<file path="src/rtl/rsa_decoder_core.sv">
// RSA decryption core: data_out = data_in^d mod n using a digit-serial
// Montgomery multiplier (radix 2^logr) and a left-to-right square-and-multiply scan.
// Optional feature: define RSA_DECODER_BUSY_EN to add the registered 'busy' output.
module rsa_decoder_core #(
  parameter int unsigned n      = 3551,
  parameter int unsigned n_bit  = 12,
  parameter int unsigned logr   = 3,
  parameter int unsigned p      = 1,
  parameter int unsigned Rmodn  = 545,
  parameter int unsigned R2modn = 2292,
  parameter int unsigned d      = 1373
) (
  input  logic             clk,
  input  logic             rst_n,
  input  logic             start,
  input  logic [n_bit-1:0] data_in,
  output logic [n_bit-1:0] data_out,
  output logic             done
`ifdef RSA_DECODER_BUSY_EN
  ,
  output logic             busy
`endif
);

  localparam int unsigned T_W    = n_bit + logr + 2;
  localparam int unsigned DIGITS = n_bit / logr;
  localparam int unsigned K      = DIGITS + 1;
  localparam int unsigned CNT_W  = $clog2(K);
  localparam int unsigned BIT_W  = $clog2(n_bit);
  localparam logic [T_W-1:0]   N_T    = T_W'(n);
  localparam logic [n_bit-1:0] D_BITS = n_bit'(d);

  typedef enum logic [2:0] {
    S_IDLE, S_TOMONT, S_SQR, S_MUL, S_FROMMONT, S_DONE
  } state_t;

  state_t             state_q, state_d;
  logic               start_low_q, start_low_d;
  logic [CNT_W-1:0]   cnt_q, cnt_d;
  logic [BIT_W-1:0]   bit_q, bit_d;
  logic [n_bit-1:0]   c_q, c_d;
  logic [n_bit-1:0]   xm_q, xm_d;
  logic [n_bit-1:0]   acc_q, acc_d;
  logic [T_W-1:0]     t_q, t_d;
  logic [n_bit-1:0]   data_out_q, data_out_d;
  logic               done_q, done_d;

  logic [n_bit-1:0]   a_src, b_op, mm_res;
  logic [logr-1:0]    a_digit, q_dig;
  logic [T_W-1:0]     t_sum, t_step;
  logic               mm_last;

  // Montgomery operand selection for the current FSM state
  always_comb begin
    a_src = acc_q;
    b_op  = acc_q;
    case (state_q)
      S_TOMONT:   begin a_src = c_q; b_op = n_bit'(R2modn); end
      S_MUL:      b_op = xm_q;
      S_FROMMONT: b_op = n_bit'(1);
      default:    ;
    endcase
  end

  // One Montgomery digit step plus the final conditional subtraction
  always_comb begin
    a_digit = logr'(a_src >> (32'(cnt_q) * logr));
    t_sum   = t_q + T_W'(a_digit) * T_W'(b_op);
    q_dig   = logr'(t_sum[logr-1:0] * logr'(p));
    t_step  = (t_sum + T_W'(q_dig) * N_T) >> logr;
    mm_res  = (t_q >= N_T) ? n_bit'(t_q - N_T) : n_bit'(t_q);
    mm_last = (cnt_q == CNT_W'(K - 1));
  end

  // Next-state and datapath control; DONE spends one cycle raising done, then returns to IDLE
  always_comb begin
    state_d     = state_q;
    start_low_d = ~start;
    cnt_d       = cnt_q;
    bit_d       = bit_q;
    c_d         = c_q;
    xm_d        = xm_q;
    acc_d       = acc_q;
    t_d         = t_q;
    data_out_d  = data_out_q;
    done_d      = 1'b0;
    case (state_q)
      S_IDLE: begin
        if (start && start_low_q) begin
          state_d = S_TOMONT;
          c_d     = data_in;
          acc_d   = n_bit'(Rmodn);
          t_d     = '0;
          cnt_d   = '0;
          bit_d   = BIT_W'(n_bit - 1);
        end
      end
      S_TOMONT, S_SQR, S_MUL, S_FROMMONT: begin
        if (!mm_last) begin
          t_d   = t_step;
          cnt_d = cnt_q + CNT_W'(1);
        end else begin
          t_d   = '0;
          cnt_d = '0;
          case (state_q)
            S_TOMONT: begin
              xm_d    = mm_res;
              state_d = S_SQR;
            end
            S_SQR: begin
              acc_d = mm_res;
              if (D_BITS[bit_q])      state_d = S_MUL;
              else if (bit_q == '0)   state_d = S_FROMMONT;
              else begin
                bit_d   = bit_q - BIT_W'(1);
                state_d = S_SQR;
              end
            end
            S_MUL: begin
              acc_d = mm_res;
              if (bit_q == '0) state_d = S_FROMMONT;
              else begin
                bit_d   = bit_q - BIT_W'(1);
                state_d = S_SQR;
              end
            end
            default: begin
              acc_d   = mm_res;
              state_d = S_DONE;
            end
          endcase
        end
      end
      S_DONE: begin
        if (!done_q) begin
          done_d     = 1'b1;
          data_out_d = acc_q;
        end else begin
          state_d = S_IDLE;
        end
      end
      default: state_d = S_IDLE;
    endcase
  end

  // State and datapath registers
  always_ff @(posedge clk or negedge rst_n) begin
    if (!rst_n) begin
      state_q     <= S_IDLE;
      start_low_q <= 1'b0;
      cnt_q       <= '0;
      bit_q       <= '0;
      c_q         <= '0;
      xm_q        <= '0;
      acc_q       <= '0;
      t_q         <= '0;
      data_out_q  <= '0;
      done_q      <= 1'b0;
    end else begin
      state_q     <= state_d;
      start_low_q <= start_low_d;
      cnt_q       <= cnt_d;
      bit_q       <= bit_d;
      c_q         <= c_d;
      xm_q        <= xm_d;
      acc_q       <= acc_d;
      t_q         <= t_d;
      data_out_q  <= data_out_d;
      done_q      <= done_d;
    end
  end

  assign data_out = data_out_q;
  assign done     = done_q;

`ifdef RSA_DECODER_BUSY_EN
  logic busy_q;

  // busy follows the registered FSM activity (high whenever not IDLE)
  always_ff @(posedge clk or negedge rst_n) begin
    if (!rst_n) busy_q <= 1'b0;
    else        busy_q <= (state_d != S_IDLE);
  end

  assign busy = busy_q;
`endif

endmodule

</file>
<file path="config.mk">
export PLATFORM = sky130hd
export DESIGN_NAME = rsa_decoder_core
export DESIGN_NICKNAME = d
export VERILOG_FILES = /design/src/rtl/rsa_decoder_core.sv
export SDC_FILE = /design/constraint.sdc
export NUM_CORES = 1
export LEC_CHECK = 0
export BUFFER_PORTS_ARGS = -buffer_cell sky130_fd_sc_hd__buf_4
export CAP_MARGIN = 20
export CORE_ASPECT_RATIO = 1.25
export CORE_MARGIN = 5
export CORE_UTILIZATION = 50
export DETAILED_ROUTE_END_ITERATION = 6
export PLACE_DENSITY = 0.78
export REMOVE_ABC_BUFFERS = 1
export SYNTH_ARGS = -nofsm -noshare
export SYNTH_HDL_FRONTEND = slang
export SYNTH_SLANG_ARGS = --single-unit
</file>
<file path="constraint.sdc">
create_clock -name clk -period 7.1 [get_ports clk]
set_input_delay 2.13 -clock clk [delete_from_list [all_inputs] [get_ports clk]]
set_output_delay 2.13 -clock clk [all_outputs]
set_load 0.02 [all_outputs]
</file>
==> metrics.txt <==
area used by multi-input combinational logic 3870 sq um; count of mapped cells out of synthesis around 650; CP max stage delay 0.70 ns; average size of a mapped cell 9.489 sq um; area of the mapped netlist 6130 sq um; top-count cell post-synth sky130_fd_sc_hd__inv_1; top cell type by total area after synthesis sky130_fd_sc_hd__dfrtp_1; Die Width 109.0 microns; final count of pins violating max slew 0; FF/Latch Area 1854 sq um; # port buffers 27; Die H 133.8 microns; critical path depth in cells 20; vias per inst ~5.9; Pleak 0.003276 uW; Initial DRT Pass Iterations 6; relative slew slack 0.3925; Hold-fix buffers, CTS 0; initial DRC count 291; portion of the post-synthesis area used by sequential elements 0.3021; most area-consuming cells after synthesis sky130_fd_sc_hd__dfrtp_1, sky130_fd_sc_hd__fa_1, sky130_fd_sc_hd__ha_1; Most Frequent Cell on Critical Path sky130_fd_sc_hd__fa_1; startpoint kind of the worst setup timing path register; critical path peak fanout 10; Layout Area Growth over Synthesis 12.33%; CTS H-tree depth 3; number of antenna-violating nets in the routed design 0; largest net degree at the start of global routing 75; final global-route overflow total 0; layout cell share with drive strength beyond 1 0.1493; initial standard-cell utilization of the core 0.5064; total of flip-flops plus latches after synthesis 74; root buffer cell sky130_fd_sc_hd__clkbuf_16; power density over the cells 137.3 nW/um^2; category of the critical setup timing path register to register; Worst EP arrival 6.98 ns; number of clock sinks 74; Residual DRC 0; Place WS 0.1539 ns; dominant register cell in the synthesized netlist sky130_fd_sc_hd__dfrtp_1; Overall Global Routing Usage 0.2227; max-cap viol count 0; final clock period utilization by the worst path 0.9523; final-stage net count between 700 and 800; worst path cell trace nor3_4 -> buf_4 -> mux4_2 -> mux2i_4 -> or3_1 -> fa_1 -> fa_1 -> inv_1 -> fa_2 -> inv_1 -> fa_1 -> inv_1 -> fa_1 -> ha_1 -> a21o_1 -> a311oi_1 -> o31ai_1 -> a41o_1 -> a21oi_1 -> o31ai_1; Post-Route Setup TNS 0 ns; vias post-DR 4,982; # fillers roughly 1,000; type of destination of the critical path register; final worst setup slack 0.3387 ns; initial antenna violation count 0; number of unique standard cell types used by synthesis 63; CTS tree done; average wire per cell in the routed design 18.25 microns; CP max-delay cell sky130_fd_sc_hd__fa_2; vias in the first global route 5,102; Setup-failing EPs final 0; count of cells along the worst hold path 2; number of diodes 0; final clock skew 0.01191 ns; path category of the worst min-delay check register to register; number of clock buffers inserted by TritonCTS 9; Max Buffers Root-to-Sink 2; core region area 12,110 sq um; total of warnings raised by yosys 0; top-level I/O count 28; synth cell count leaders sky130_fd_sc_hd__inv_1, sky130_fd_sc_hd__dfrtp_1, sky130_fd_sc_hd__nand2_1; Async S/R FF share, synth 1.000; kind of cell adding the most delay to the critical path adder cells; overall routed net length 15,460 microns; required arrival time at the worst endpoint approximately 7.3 ns; area of the die between 10,000 and 15,000 sq um; run status finished, final reports clean; Skew-Pair Late Insertion Delay 0.35 ns; top achievable clock speed around 0.15 GHz; Reg clk slew, reported paths 0.06 ns; Register-to-Register Path Depth 20; area fraction of the dominant cell type after synthesis 0.3021; minimum period implied by the final worst setup slack 6.761 ns; Hold Vio Cnt, Final 0; VDD IR-drop max ~0.00012 V; wire length of the first global-routing pass 25,430 microns; count of standard-cell rows between 40 and 50; Final Core Density 0.5688; number of flops mapped to enable cells by yosys 0; Slew @ Worst Pin 0.9112 ns; number of buffer and inverter stages on the critical path 4; routability congestion estimate from global placement 0.9811; total half-perimeter wirelength after legalization and detailed placement around 12,000 microns
==> worst reg2reg max path, stage by stage, from the launching register on <==
cell and delay (ns):
sky130_fd_sc_hd__dfrtp_2 0.48, sky130_fd_sc_hd__nor3_4 0.32, sky130_fd_sc_hd__buf_4 0.19, sky130_fd_sc_hd__mux4_2 0.52, sky130_fd_sc_hd__mux2i_4 0.27, sky130_fd_sc_hd__or3_1 0.20
sky130_fd_sc_hd__fa_1 0.43, sky130_fd_sc_hd__fa_1 0.52, sky130_fd_sc_hd__inv_1 0.07, sky130_fd_sc_hd__fa_2 0.70, sky130_fd_sc_hd__inv_1 0.10, sky130_fd_sc_hd__fa_1 0.51
sky130_fd_sc_hd__inv_1 0.16, sky130_fd_sc_hd__fa_1 0.41, sky130_fd_sc_hd__ha_1 0.38, sky130_fd_sc_hd__a21o_1 0.22, sky130_fd_sc_hd__a311oi_1 0.38, sky130_fd_sc_hd__o31ai_1 0.20
sky130_fd_sc_hd__a41o_1 0.30, sky130_fd_sc_hd__a21oi_1 0.17, sky130_fd_sc_hd__o31ai_1 0.09
==> placed cells by master, fill, tap and decap left out, drive strengths merged, types with 5 or more instances in the layout <==
| cell | count |
|---|---|
| inv | 89 |
| dfrtp | 74 |
| nand2 | 57 |
| o21ai | 52 |
| ha | 42 |
| a21oi | 39 |
| buf | 38 |
| fa | 36 |
| nor2 | 31 |
| mux2 | 24 |
| xnor2 | 23 |
| nor4 | 18 |
| and2 | 17 |
| nor3 | 12 |
| xor2 | 11 |
| clkbuf | 11 |
| o31ai | 10 |
| nand3 | 10 |
| a21o | 9 |
| a22o | 7 |
| a31oi | 6 |
| mux4 | 6 |
| nor2b | 5 |
| o22ai | 5 |
==> cell families (layout without fill, tap and decap cells) <==
family / count (synthesis) / count (layout) / synth area share
compound gates: 158 / 158 / 0.1611
buf+inv: 105 / 142 / 0.06899
flops: 74 / 74 / 0.3021
simple gates: 163 / 163 / 0.1347
fa+ha+maj: 78 / 78 / 0.2033
mux: 34 / 34 / 0.08124
xor+xnor: 34 / 34 / 0.04858
==> per-stage QoR <==
stage	cell area [sq um]	instances	hold WS (ns)	power, uW
finish	6885	847	0.4902	945.1
global placement	6477	824	0.4688	443.5
CTS	6815	840	0.4873	950.1
floorplan	6040	629	0.4502	430.1
detailed placement	6477	824	0.4740	444.1
global route	6885	847	0.5211	971.9
==> path summary, 6_finish.rpt <==
path                                         from                      to  slack (ns)
setup / recovery           state_q[2]$_DFFE_PN0P_     t_q[13]$_DFFE_PN0P_        0.34
hold / removal                xm_q[0]$_DFFE_PN0P_     xm_q[0]$_DFFE_PN0P_        0.49
setup reg to reg           state_q[2]$_DFFE_PN0P_     t_q[13]$_DFFE_PN0P_        0.34
hold reg to reg               xm_q[0]$_DFFE_PN0P_     xm_q[0]$_DFFE_PN0P_        0.49
max in group asynchronous                   rst_n  state_q[2]$_DFFE_PN0P_        4.55
min in group asynchronous                   rst_n          done$_DFF_PN0_        1.91
==> registers in the layout (all words and copies together), names as in the netlist <==
signal	count
c_q	12
t_q	14
cnt_q	3
done	1
data_out	12
state_q	3
acc_q	12
start_low_q	1
bit_q	4
xm_q	12
==> where the power goes <==
group | internal [uW] | switching (uW)
combinational | 4.84 | 8.77
sequential | 422 | 0.126
clock | 328 | 181
total | 755 | 190
==> per-layer routing <==
layer | global-route usage | wire [microns] | vias to the layer above
met1 | 0.2589 | 6084 | 2409
li1 | - | - | 2315
met4 | 0.1305 | 901 | 0
met3 | 0.03370 | 693 | 62
met2 | 0.3835 | 7781 | 196
met5 | 0 | 0 | -
==> repair_timing <==
action,4_1_cts,5_1_grt
buffers inserted,0,7
endpoints found under the setup margin,0,10
resized for setup,0,6
==> area by class of cell <==
cell class,count,share of cell area
Inverter,88,0.04834
Clock inverter,5,0.01236
Tap cell,164,0.02980
Multi-Input combinational cell,467,0.5621
Sequential cell,74,0.2693
Clock buffer,11,0.03671
Timing Repair Buffer,38,0.04143
Note: power is estimated with default switching activity, not from simulation.
